==> src/rtl/trap_pkg.sv <==
// Shared types and constants for the machine-mode trap sequencer.
package trap_pkg;

    typedef enum logic [1:0] {
        IDLE   = 2'd0,
        TRAP   = 2'd1,
        RETURN = 2'd2
    } trap_state_e;

    localparam logic [3:0] CAUSE_MEI      = 4'd11;
    localparam logic [3:0] CAUSE_MTI      = 4'd7;
    localparam logic [1:0] MTVEC_VECTORED = 2'b01;

endpackage

==> src/rtl/trap_sequencer_if.sv <==
// Pipeline/CSR-file side bundle of the trap sequencer.
interface trap_sequencer_if #(
    parameter int XLEN    = 32,
    parameter int TIMER_W = 32
);
    logic               irq_ext;
    logic               instr_valid;
    logic               is_mret;
    logic [XLEN-1:0]    pc_exe;
    logic               mstatus_mie;
    logic               mie_meie;
    logic               mie_mtie;
    logic [XLEN-1:0]    mtvec;
    logic [XLEN-1:0]    mepc;
    logic               timecmp_wr;
    logic [TIMER_W-1:0] timecmp_wdata;

    logic               trap_take;
    logic               mret_take;
    logic [XLEN-1:0]    mepc_wdata;
    logic [XLEN-1:0]    mcause_wdata;
    logic               redirect_valid;
    logic [XLEN-1:0]    redirect_pc;
    logic               flush;
    logic               mtip;
    logic               meip;

    modport master (
        output irq_ext, instr_valid, is_mret, pc_exe,
        output mstatus_mie, mie_meie, mie_mtie, mtvec, mepc,
        output timecmp_wr, timecmp_wdata,
        input  trap_take, mret_take, mepc_wdata, mcause_wdata,
        input  redirect_valid, redirect_pc, flush, mtip, meip
    );

    modport slave (
        input  irq_ext, instr_valid, is_mret, pc_exe,
        input  mstatus_mie, mie_meie, mie_mtie, mtvec, mepc,
        input  timecmp_wr, timecmp_wdata,
        output trap_take, mret_take, mepc_wdata, mcause_wdata,
        output redirect_valid, redirect_pc, flush, mtip, meip
    );

endinterface

==> src/rtl/machine_timer.sv <==
// Free-running mtime counter with mtimecmp and registered mtip compare.
module machine_timer #(
    parameter int TIMER_W = 32
) (
    input  logic               clk,
    input  logic               rst_n,
    input  logic               i_timecmp_wr,
    input  logic [TIMER_W-1:0] i_timecmp_wdata,
    output logic               o_mtip
);

    localparam logic [TIMER_W-1:0] ONE = TIMER_W'(1);

    logic [TIMER_W-1:0] r_mtime;
    logic [TIMER_W-1:0] r_mtimecmp;
    logic               r_mtip;

    always_ff @(posedge clk) begin
        if (!rst_n) begin
            r_mtime    <= '0;
            r_mtimecmp <= '1;
            r_mtip     <= 1'b0;
        end else begin
            r_mtime <= r_mtime + ONE;
            if (i_timecmp_wr) begin
                r_mtimecmp <= i_timecmp_wdata;
            end
            r_mtip <= (r_mtime >= r_mtimecmp);
        end
    end

    assign o_mtip = r_mtip;

endmodule

==> src/rtl/trap_sequencer.sv <==
// Machine-mode interrupt entry and mret sequencer beside the CSR file.
module trap_sequencer
    import trap_pkg::*;
#(
    parameter int XLEN    = 32,
    parameter int TIMER_W = 32
) (
    input logic             clk,
    input logic             rst_n,
    trap_sequencer_if.slave bus
);

    trap_state_e r_state;
    trap_state_e w_state_nxt;

    logic            r_sync1;
    logic            r_sync2;
    logic            w_mtip;
    logic            w_pend_e;
    logic            w_pend_t;
    logic            w_take;
    logic [3:0]      w_code;
    logic [XLEN-1:0] w_base;
    logic [XLEN-1:0] w_vec_pc;
    logic [XLEN-1:0] w_trap_pc;
    logic            w_enter_trap;
    logic            w_enter_ret;
    logic [XLEN-1:0] r_mepc_wdata;
    logic [XLEN-1:0] r_mcause_wdata;
    logic [XLEN-1:0] r_redirect_pc;

    machine_timer #(
        .TIMER_W (TIMER_W)
    ) u_timer (
        .clk             (clk),
        .rst_n           (rst_n),
        .i_timecmp_wr    (bus.timecmp_wr),
        .i_timecmp_wdata (bus.timecmp_wdata),
        .o_mtip          (w_mtip)
    );

    always_ff @(posedge clk) begin
        if (!rst_n) begin
            r_sync1 <= 1'b0;
            r_sync2 <= 1'b0;
        end else begin
            r_sync1 <= bus.irq_ext;
            r_sync2 <= r_sync1;
        end
    end

    assign w_pend_e = r_sync2 & bus.mie_meie;
    assign w_pend_t = w_mtip & bus.mie_mtie;
    assign w_take   = (w_pend_e | w_pend_t) & bus.mstatus_mie;
    assign w_code   = w_pend_e ? CAUSE_MEI : CAUSE_MTI;

    // Vectored mode: base + 4*cause
    assign w_base    = {bus.mtvec[XLEN-1:2], 2'b00};
    assign w_vec_pc  = w_base + {{(XLEN-6){1'b0}}, w_code, 2'b00};
    assign w_trap_pc = (bus.mtvec[1:0] == MTVEC_VECTORED) ? w_vec_pc : w_base;

    always_ff @(posedge clk) begin
        if (!rst_n) begin
            r_state <= IDLE;
        end else begin
            r_state <= w_state_nxt;
        end
    end

    always_comb begin
        w_state_nxt = r_state;
        unique case (r_state)
            IDLE: begin
                if (bus.instr_valid & bus.is_mret) begin
                    w_state_nxt = RETURN;
                end else if (bus.instr_valid & w_take) begin
                    w_state_nxt = TRAP;
                end
            end
            TRAP:    w_state_nxt = IDLE;
            RETURN:  w_state_nxt = IDLE;
            default: w_state_nxt = IDLE;
        endcase
    end

    assign w_enter_trap = (r_state == IDLE) && (w_state_nxt == TRAP);
    assign w_enter_ret  = (r_state == IDLE) && (w_state_nxt == RETURN);

    always_ff @(posedge clk) begin
        if (!rst_n) begin
            r_mepc_wdata   <= '0;
            r_mcause_wdata <= '0;
            r_redirect_pc  <= '0;
        end else if (w_enter_trap) begin
            r_mepc_wdata   <= bus.pc_exe;
            r_mcause_wdata <= {1'b1, {(XLEN-5){1'b0}}, w_code};
            r_redirect_pc  <= w_trap_pc;
        end else if (w_enter_ret) begin
            r_redirect_pc  <= bus.mepc;
        end
    end

    assign bus.trap_take      = (r_state == TRAP);
    assign bus.mret_take      = (r_state == RETURN);
    assign bus.flush          = (r_state != IDLE);
    assign bus.redirect_valid = (r_state != IDLE);
    assign bus.redirect_pc    = r_redirect_pc;
    assign bus.mepc_wdata     = r_mepc_wdata;
    assign bus.mcause_wdata   = r_mcause_wdata;
    assign bus.mtip           = w_mtip;
    assign bus.meip           = r_sync2;

endmodule

==> src/flat_wrapper.sv <==
// flat-port wrapper written by rule: the top's interface ports become plain ports
module trap_sequencer_flat import trap_pkg::*;
#(
    parameter int XLEN    = 32,
    parameter int TIMER_W = 32
)
  (clk, rst_n, bus_irq_ext, bus_instr_valid, bus_is_mret, bus_pc_exe, bus_mstatus_mie, bus_mie_meie, bus_mie_mtie, bus_mtvec, bus_mepc, bus_timecmp_wr, bus_timecmp_wdata, bus_trap_take, bus_mret_take, bus_mepc_wdata, bus_mcause_wdata, bus_redirect_valid, bus_redirect_pc, bus_flush, bus_mtip, bus_meip);
  trap_sequencer_if #(.XLEN(XLEN), .TIMER_W(TIMER_W)) bus_i ();
  input logic clk;
  input logic rst_n;
  input wire logic [$bits(bus_i.irq_ext)-1:0] bus_irq_ext;
  input wire logic [$bits(bus_i.instr_valid)-1:0] bus_instr_valid;
  input wire logic [$bits(bus_i.is_mret)-1:0] bus_is_mret;
  input wire logic [$bits(bus_i.pc_exe)-1:0] bus_pc_exe;
  input wire logic [$bits(bus_i.mstatus_mie)-1:0] bus_mstatus_mie;
  input wire logic [$bits(bus_i.mie_meie)-1:0] bus_mie_meie;
  input wire logic [$bits(bus_i.mie_mtie)-1:0] bus_mie_mtie;
  input wire logic [$bits(bus_i.mtvec)-1:0] bus_mtvec;
  input wire logic [$bits(bus_i.mepc)-1:0] bus_mepc;
  input wire logic [$bits(bus_i.timecmp_wr)-1:0] bus_timecmp_wr;
  input wire logic [$bits(bus_i.timecmp_wdata)-1:0] bus_timecmp_wdata;
  output wire logic [$bits(bus_i.trap_take)-1:0] bus_trap_take;
  output wire logic [$bits(bus_i.mret_take)-1:0] bus_mret_take;
  output wire logic [$bits(bus_i.mepc_wdata)-1:0] bus_mepc_wdata;
  output wire logic [$bits(bus_i.mcause_wdata)-1:0] bus_mcause_wdata;
  output wire logic [$bits(bus_i.redirect_valid)-1:0] bus_redirect_valid;
  output wire logic [$bits(bus_i.redirect_pc)-1:0] bus_redirect_pc;
  output wire logic [$bits(bus_i.flush)-1:0] bus_flush;
  output wire logic [$bits(bus_i.mtip)-1:0] bus_mtip;
  output wire logic [$bits(bus_i.meip)-1:0] bus_meip;
  assign bus_i.irq_ext = bus_irq_ext;
  assign bus_i.instr_valid = bus_instr_valid;
  assign bus_i.is_mret = bus_is_mret;
  assign bus_i.pc_exe = bus_pc_exe;
  assign bus_i.mstatus_mie = bus_mstatus_mie;
  assign bus_i.mie_meie = bus_mie_meie;
  assign bus_i.mie_mtie = bus_mie_mtie;
  assign bus_i.mtvec = bus_mtvec;
  assign bus_i.mepc = bus_mepc;
  assign bus_i.timecmp_wr = bus_timecmp_wr;
  assign bus_i.timecmp_wdata = bus_timecmp_wdata;
  assign bus_trap_take = bus_i.trap_take;
  assign bus_mret_take = bus_i.mret_take;
  assign bus_mepc_wdata = bus_i.mepc_wdata;
  assign bus_mcause_wdata = bus_i.mcause_wdata;
  assign bus_redirect_valid = bus_i.redirect_valid;
  assign bus_redirect_pc = bus_i.redirect_pc;
  assign bus_flush = bus_i.flush;
  assign bus_mtip = bus_i.mtip;
  assign bus_meip = bus_i.meip;
  trap_sequencer #(.XLEN(XLEN), .TIMER_W(TIMER_W)) u_core (.clk(clk), .rst_n(rst_n), .bus(bus_i));
endmodule
==> config.mk <==
export PLATFORM = sky130hd
export DESIGN_NAME = trap_sequencer_flat
export DESIGN_NICKNAME = d
export VERILOG_FILES = /design/src/rtl/trap_pkg.sv /design/src/rtl/trap_sequencer_if.sv /design/src/rtl/machine_timer.sv /design/src/rtl/trap_sequencer.sv /design/src/flat_wrapper.sv
export SDC_FILE = /design/constraint.sdc
export NUM_CORES = 1
export LEC_CHECK = 0
export ABC_AREA = 1
export CAP_MARGIN = 40
export CORE_MARGIN = 4
export CORE_UTILIZATION = 50
export CTS_BUF_LIST = sky130_fd_sc_hd__clkbuf_16
export CTS_CLUSTER_SIZE = 10
export DETAILED_ROUTE_END_ITERATION = 8
export HOLD_SLACK_MARGIN = 0.15
export PLACE_DENSITY = 0.85
export SLEW_MARGIN = 20
export SYNTH_ARGS = -nofsm -noshare
export SYNTH_HDL_FRONTEND = slang
export SYNTH_SLANG_ARGS = --single-unit
==> constraint.sdc <==
create_clock -name clk -period 5.2 [get_ports clk]
set_input_delay 1.04 -clock clk [delete_from_list [all_inputs] [get_ports clk]]
set_output_delay 1.04 -clock clk [all_outputs]
set_load 0.005 [all_outputs]
==> results.ini, run 1 <==
[setup_path]
cp.arrival_ns = 3.39
critPathKind = in2reg
startpoint_type = primary input
cp_data_required_time_ns = 5.55
crit_fanout = 37
cp-end-kind = flop

[grt]
overflow = 0
grt_antenna_before_repair = 0
grt_pass1_vias = 6870
grt_max_degree = 72
grt_pass1_wl_microns = 33600
track_usage_pct = 25.5

[cts]
clock_path_buffers = 2
htreeDepth = 4
cts_resized = 0
cts_sinks = 136
clk_pin_slew_worst_paths_ns = 0.06
hold_buffers = 0
cts_buffers = 17
cts_tree = built
clk_latency_ns = 0.43
cts_root_buf = clkbuf_16
post_cts_buffers = 0

[logic_synthesis]
syn_area_sq_um = 7280
ys_types = 44
ys.warnings.count = 0
seq_area_frac_synth_pct = 37.4
ys_ff_latch = 136
synthFlopType = dfxtp_1
syn_inst = 1005
synth_async_sr_flop_share_pct = 0
syn_area_per_cell_sq_um = 7.25
synth-edff-count = 0

[place]
hpwl_microns = 16200
port_buffers = 211
place_congestion = 0.956

[final_layout]
syn2layout_area_growth_pct = 37.4
postLayoutCoreUtil_pct = 71.0
final_common_cell = clkdlybuf4s50_1
most-common-layout-cells = 210 x clkdlybuf4s50_1, 195 x nand2_1, 136 x dfxtp_1
drive_gt1_share_pct = 6.16
diodes = 0
nets = 1375

[floorplanning]
io_pins = 239
core_sq_um = 14100
die_x_microns = 129
die_area_sq_um = 16600
start_util_pct = 51.7
die_y_microns = 129
rows = 43

[power_and_ir_drop]
comb_power_share_pct = 12.3
power_density_nw_per_um2 = 268
pwr-share-seq_pct = 40.9
clkPwrFrac_pct = 46.8
power.switching_mw = 0.633
internal-power_mw = 2.05
switching_share_pct = 23.6
p_leak_nw = 4.26
ir_worst_vdd_mv = 0.237

[timing]
setup_viol = 0
fin_tns_setup_ns = 0
fmax_ghz = 0.329
slew_headroom_pct = 47.6
rsz0062_at_grt = false
drv_slew = 0
fin_skew_ns = 0.00520
final_hold_viol_count = 0
period_needed_ns = 3.04
post-route-period-util_pct = 58.4
worst_pin_slew_ns = 0.785

[status]
status = completed

[job]
cap_violations = 0

[detailed_routing]
drcViolationCount = 0
wl_per_cell_microns = 15.2
drt_pass1_iterations = 6
viasPerCell = 5.19
finalWirelength_microns = 21200
vias = 7251
antenna_left = 0
drt_iter0_markers = 495

[hold_path]
hp-class = reg2reg

[cells in the mapped netlist (3+ instances only)]
| cell type | number | area [sq um] |
|---|---|---|
| nor2_1 | 83 | 312 |
| nor2_4 | 7 | 78.8 |
| a22o_1 | 33 | 289 |
| nand4_1 | 15 | 93.8 |
| nand3_1 | 36 | 180 |
| o211ai_1 | 5 | 37.5 |
| nor4_1 | 6 | 37.5 |
| nor3b_1 | 5 | 37.5 |
| nor2_2 | 8 | 50.1 |
| nor3_1 | 29 | 145 |
| ha_1 | 34 | 425 |
| nand2_2 | 6 | 37.5 |
| dfxtp_1 | 136 | 2720 |
| buf_2 | 8 | 40.0 |
| xnor2_1 | 4 | 35.0 |
| o21ai_0 | 71 | 355 |
| buf_1 | 3 | 11.3 |
| buf_6 | 3 | 33.8 |
| o21ai_1 | 4 | 20.0 |
| or2_2 | 4 | 25.0 |
| buf_4 | 30 | 225 |
| inv_1 | 120 | 450 |
| clkbuf_1 | 20 | 75.1 |
| xor2_1 | 8 | 70.1 |
| nand2_1 | 195 | 732 |
| a21oi_1 | 103 | 515 |
| inv_2 | 3 | 11.3 |
[metal layers]
metal | GRT usage (%) | part of all wire (%) | vias up | wire [microns]
li1 | - | - | 3664 | -
met1 | 31.9 | 42 | 3251 | 9020
met2 | 41.8 | 46 | 299 | 9840
met3 | 7.72 | 8.8 | 37 | 1870
met4 | 9.26 | 2.4 | 0 | 500
met5 | 0 | 0 | - | 0
[worst max-delay path, stage by stage]
cell and delay (ns):
clkdlybuf4s50_1 0.54, nand2_2 0.10, nand2_1 0.12, nand2_1 0.08
nor2_2 0.12, buf_4 0.37, nor2_1 0.08, buf_4 0.23
inv_1 0.38, o221ai_1 0.18, a21oi_1 0.14
[registers in the layout (all words and copies together), names as in the netlist]
register / flops
u_core.bus.redirect_pc: 32
u_core.r_state: 2
u_core.u_timer.o_mtip: 1
u_core.bus.mcause_wdata: 3
u_core.bus.meip: 1
u_core.u_timer.r_mtimecmp: 32
u_core.u_timer.r_mtime: 32
u_core.r_sync1: 1
u_core.bus.mepc_wdata: 32
[power groups by stage]
stage	Clock [mW]	Combinational (mW)	Sequential [mW]
6_report	1.25	0.329	1.10
5_1_grt	1.32	0.362	1.10
4_1_cts	1.28	0.329	1.10
3_5_place_dp	0	0.325	1.12
3_3_place_gp	0	0.318	1.12
2_1_floorplan	0	0.153	1.12
[cell type report]
| cell class | instances | area, sq um |
|---|---|---|
| clock buffers | 17 | 425 |
| clock inverters | 15 | 184 |
| fillers | 1159 | 4090 |
| inverters | 125 | 469 |
| multi-input cells | 706 | 3800 |
| flip-flops and latches | 136 | 2720 |
| well taps | 180 | 225 |
| repair buffers | 218 | 2170 |
[kinds of logic after synthesis]
group,Yosys count,synth area share [%]
DFF,136,37.4
and+or+nand+nor,404,25.3
AOI/OAI and AO/OA,229,18.2
other,1,0.0515
xor gates and xnor gates,12,1.44
adders and majority gates,34,5.84
buffers and inverters,189,11.7
[metrics by stage]
step | total power, mW | setup slack [ns] | hold WS [ns] | cell area, sq um | std cells
2_1_floorplan | 1.27 | 2.88 | 0.390 | 7380 | 1031
3_3_place_gp | 1.44 | 1.85 | 0.413 | 9370 | 1364
3_5_place_dp | 1.44 | 1.75 | 0.402 | 9390 | 1365
4_1_cts | 2.70 | 2.20 | 0.416 | 10000 | 1397
5_1_grt | 2.78 | 2.00 | 0.456 | 10000 | 1397
6_report | 2.68 | 2.16 | 0.412 | 10000 | 1397
[path summary, 6_finish.rpt]
path	from	to	slack [ns]	cells past startpoint
min reg2reg	u_core.r_sync1	u_core.bus.meip	0.41	2
min	u_core.r_sync1	u_core.bus.meip	0.41	2
max reg2reg	u_core.bus.meip	u_core.bus.redirect_pc[20]	2.90	10
max	bus_mie_meie	u_core.bus.redirect_pc[20]	2.16	11
Note: power is estimated with default switching activity, not from simulation.
==> run 2, diff against run 1 <==
CORE_UTILIZATION = 47   (was 50)
PLACE_DENSITY = 0.81   (was 0.85)
clock period = 3.19 ns   (was 5.2 ns; I/O delays follow)
==> run 2 against run 1 <==
Non-clock buffer count up 5. Global-route usage down 1.8 points. Critical path depth grew 2. Power is 57% higher. Design area grew 0.19%. Flip-flop and latch count did not move.
==> results.ini, run 2 (synthesized netlist as in run 1, its figures left out) <==
[cts]
hold_buffers = 0  ; unchanged
clk_latency_ns = 0.42  ; about the same
cts_resized = 0  ; unchanged
cts_sinks = 136  ; unchanged
cts_tree = built
cts_root_buf = clkbuf_16
htreeDepth = 4  ; unchanged
clock_path_buffers = 2  ; unchanged
clk_pin_slew_worst_paths_ns = 0.06  ; about the same
cts_buffers = 17  ; unchanged
post_cts_buffers = 0  ; unchanged

[timing]
period_needed_ns = 2.24
fin_skew_ns = 0.00619  ; +0.000983 ns
setup_viol = 0  ; unchanged
post-route-period-util_pct = 70.2
worst_pin_slew_ns = 0.739  ; -0.0462 ns
fmax_ghz = 0.447
drv_slew = 0  ; unchanged
slew_headroom_pct = 50.3  ; +2.6 points
hold_ws_ns = 0.422  ; +0.00966 ns
fin_tns_setup_ns = 0  ; unchanged
final_hold_viol_count = 0  ; unchanged
rsz0062_at_grt = false

[setup_path]
crit_start = bus_mtvec[2]
cp_data_required_time_ns = 3.49  ; -2.06 ns
r2r_cells = 10  ; unchanged
crit_slowest_cell = clkdlybuf4s50_1
cp-endpoint = u_core.bus.redirect_pc[16]
cp.arrival_ns = 2.54  ; -0.85 ns
slowest_delay_ns = 0.49  ; -0.05 ns
cp-end-kind = flop
critPathKind = in2reg
crit_family = simple AND/OR/NAND/NOR gates
r2r-start = u_core.u_timer.r_mtimecmp[23]
cp.depth = 13  ; +2
crit_fanout = 9  ; -76%
crit_chain = clkdlybuf4s50_1, inv_1, ha_1, inv_1, nand3_2, o21bai_4, nand3_4, nor2_4, nand2_2, nor2_4, nor2_1, nand2_1, a21oi_1
crit_buf_inv = 3  ; -1
reg2reg_slack_ns = 1.01  ; -1.89 ns
rr_endpoint = u_core.u_timer.o_mtip
startpoint_type = primary input

[final_layout]
drive_gt1_share_pct = 6.39  ; +0.23 points
final_common_cell = clkdlybuf4s50_1
most-common-layout-cells = 210 x clkdlybuf4s50_1, 195 x nand2_1, 136 x dfxtp_1
nFillCells = 1310  ; +13%
nets = 1380  ; +0.36%
diodes = 0  ; unchanged
syn2layout_area_growth_pct = 37.6

[floorplanning]
start_util_pct = 47.9  ; -3.8 points
die_area_sq_um = 17500  ; +6.0%
die_x_microns = 132  ; +2.9%
io_pins = 239  ; unchanged
rows = 45  ; +4.7%
core_sq_um = 15200  ; +7.8%
die_y_microns = 132  ; +2.9%

[grt]
track_usage_pct = 23.8  ; -1.8 points
grt_pass1_wl_microns = 33800  ; +0.47%
overflow = 0  ; unchanged
grt_pass1_vias = 6917  ; +0.68%
grt_antenna_before_repair = 0  ; unchanged
grt_max_degree = 36  ; -50%

[place]
hpwl_microns = 16600  ; +2.7%
place_congestion = 0.995  ; +4.0%
port_buffers = 211  ; unchanged

[detailed_routing]
viasPerCell = 5.17  ; -0.43%
finalWirelength_microns = 21600  ; +1.7%
drt_pass1_iterations = 7  ; +1
drcViolationCount = 0  ; unchanged
antenna_left = 0  ; unchanged
vias = 7282  ; +0.43%
drt_iter0_markers = 465  ; -6.1%
wl_per_cell_microns = 15.3  ; +0.83%

[hold_path]
hp-class = reg2reg

[power_and_ir_drop]
p_leak_nw = 4.26  ; about the same
power_density_nw_per_um2 = 419  ; +56%
ir_worst_vdd_mv = 0.355  ; +50%

[job]
cap_violations = 0  ; unchanged

[status]
status = completed

-- run 2: area by class of cell --
type	count	area [sq um]	share of cell area [%]
repair buffers	223	2230	22.2
flip-flops and latches	136	2720	27.2
clock inverters	14	135	1.35
multi-input cells	706	3800	38.0
clock buffers	17	425	4.24
well taps	188	235	2.35
inverters	125	469	4.68
-- run 2: power by group --
part	total [mW]	internal [mW]	switching, mW	leakage, nW
registers	1.79	1.76	0.0274	1.11
clock network	1.87	1.14	0.735	0.267
logic	0.543	0.284	0.259	2.88
-- run 2: worst min path at each step --
| stage | from | endpoint | cells after the start |
|---|---|---|---|
| 4_1_cts | u_core.r_sync1 | u_core.bus.meip | 2 |
| 2_1_floorplan | u_core.r_sync1 | u_core.bus.meip | 2 |
| 3_3_place_gp | u_core.r_sync1 | u_core.bus.meip | 2 |
| 5_1_grt | u_core.r_sync1 | u_core.bus.meip | 2 |
| 6_report | u_core.r_sync1 | u_core.bus.meip | 2 |
| 3_5_place_dp | u_core.r_sync1 | u_core.bus.meip | 2 |
-- run 2: stage by stage --
stage | instance area [sq um] | std cells | setup WS (ns) | utilization, % | power, mW
floorplan | 7380 | 1031 | 1.27 | - | 2.07
global placement | 9430 | 1377 | 0.614 | 62.1 | 2.35
detailed placement | 9460 | 1378 | 0.533 | 62.2 | 2.36
CTS | 10000 | 1409 | 0.970 | 65.9 | 4.23
global route | 10000 | 1409 | 0.736 | 65.9 | 4.36
finish | 10000 | 1409 | 0.951 | 65.9 | 4.20
-- run 2: routing by layer --
metal	vias up	GRT usage (%)	wire length [microns]
li1	3681	-	-
met1	3265	28.1	9030
met2	290	40.2	10300
met3	46	7.34	1710
met4	0	9.58	589
met5	-	0	0
-- run 2: worst min-delay path: stages, from the launching register on --
cell and delay [ns]:
dfxtp_1 0.31, nand2_1 0.05, inv_1 0.04
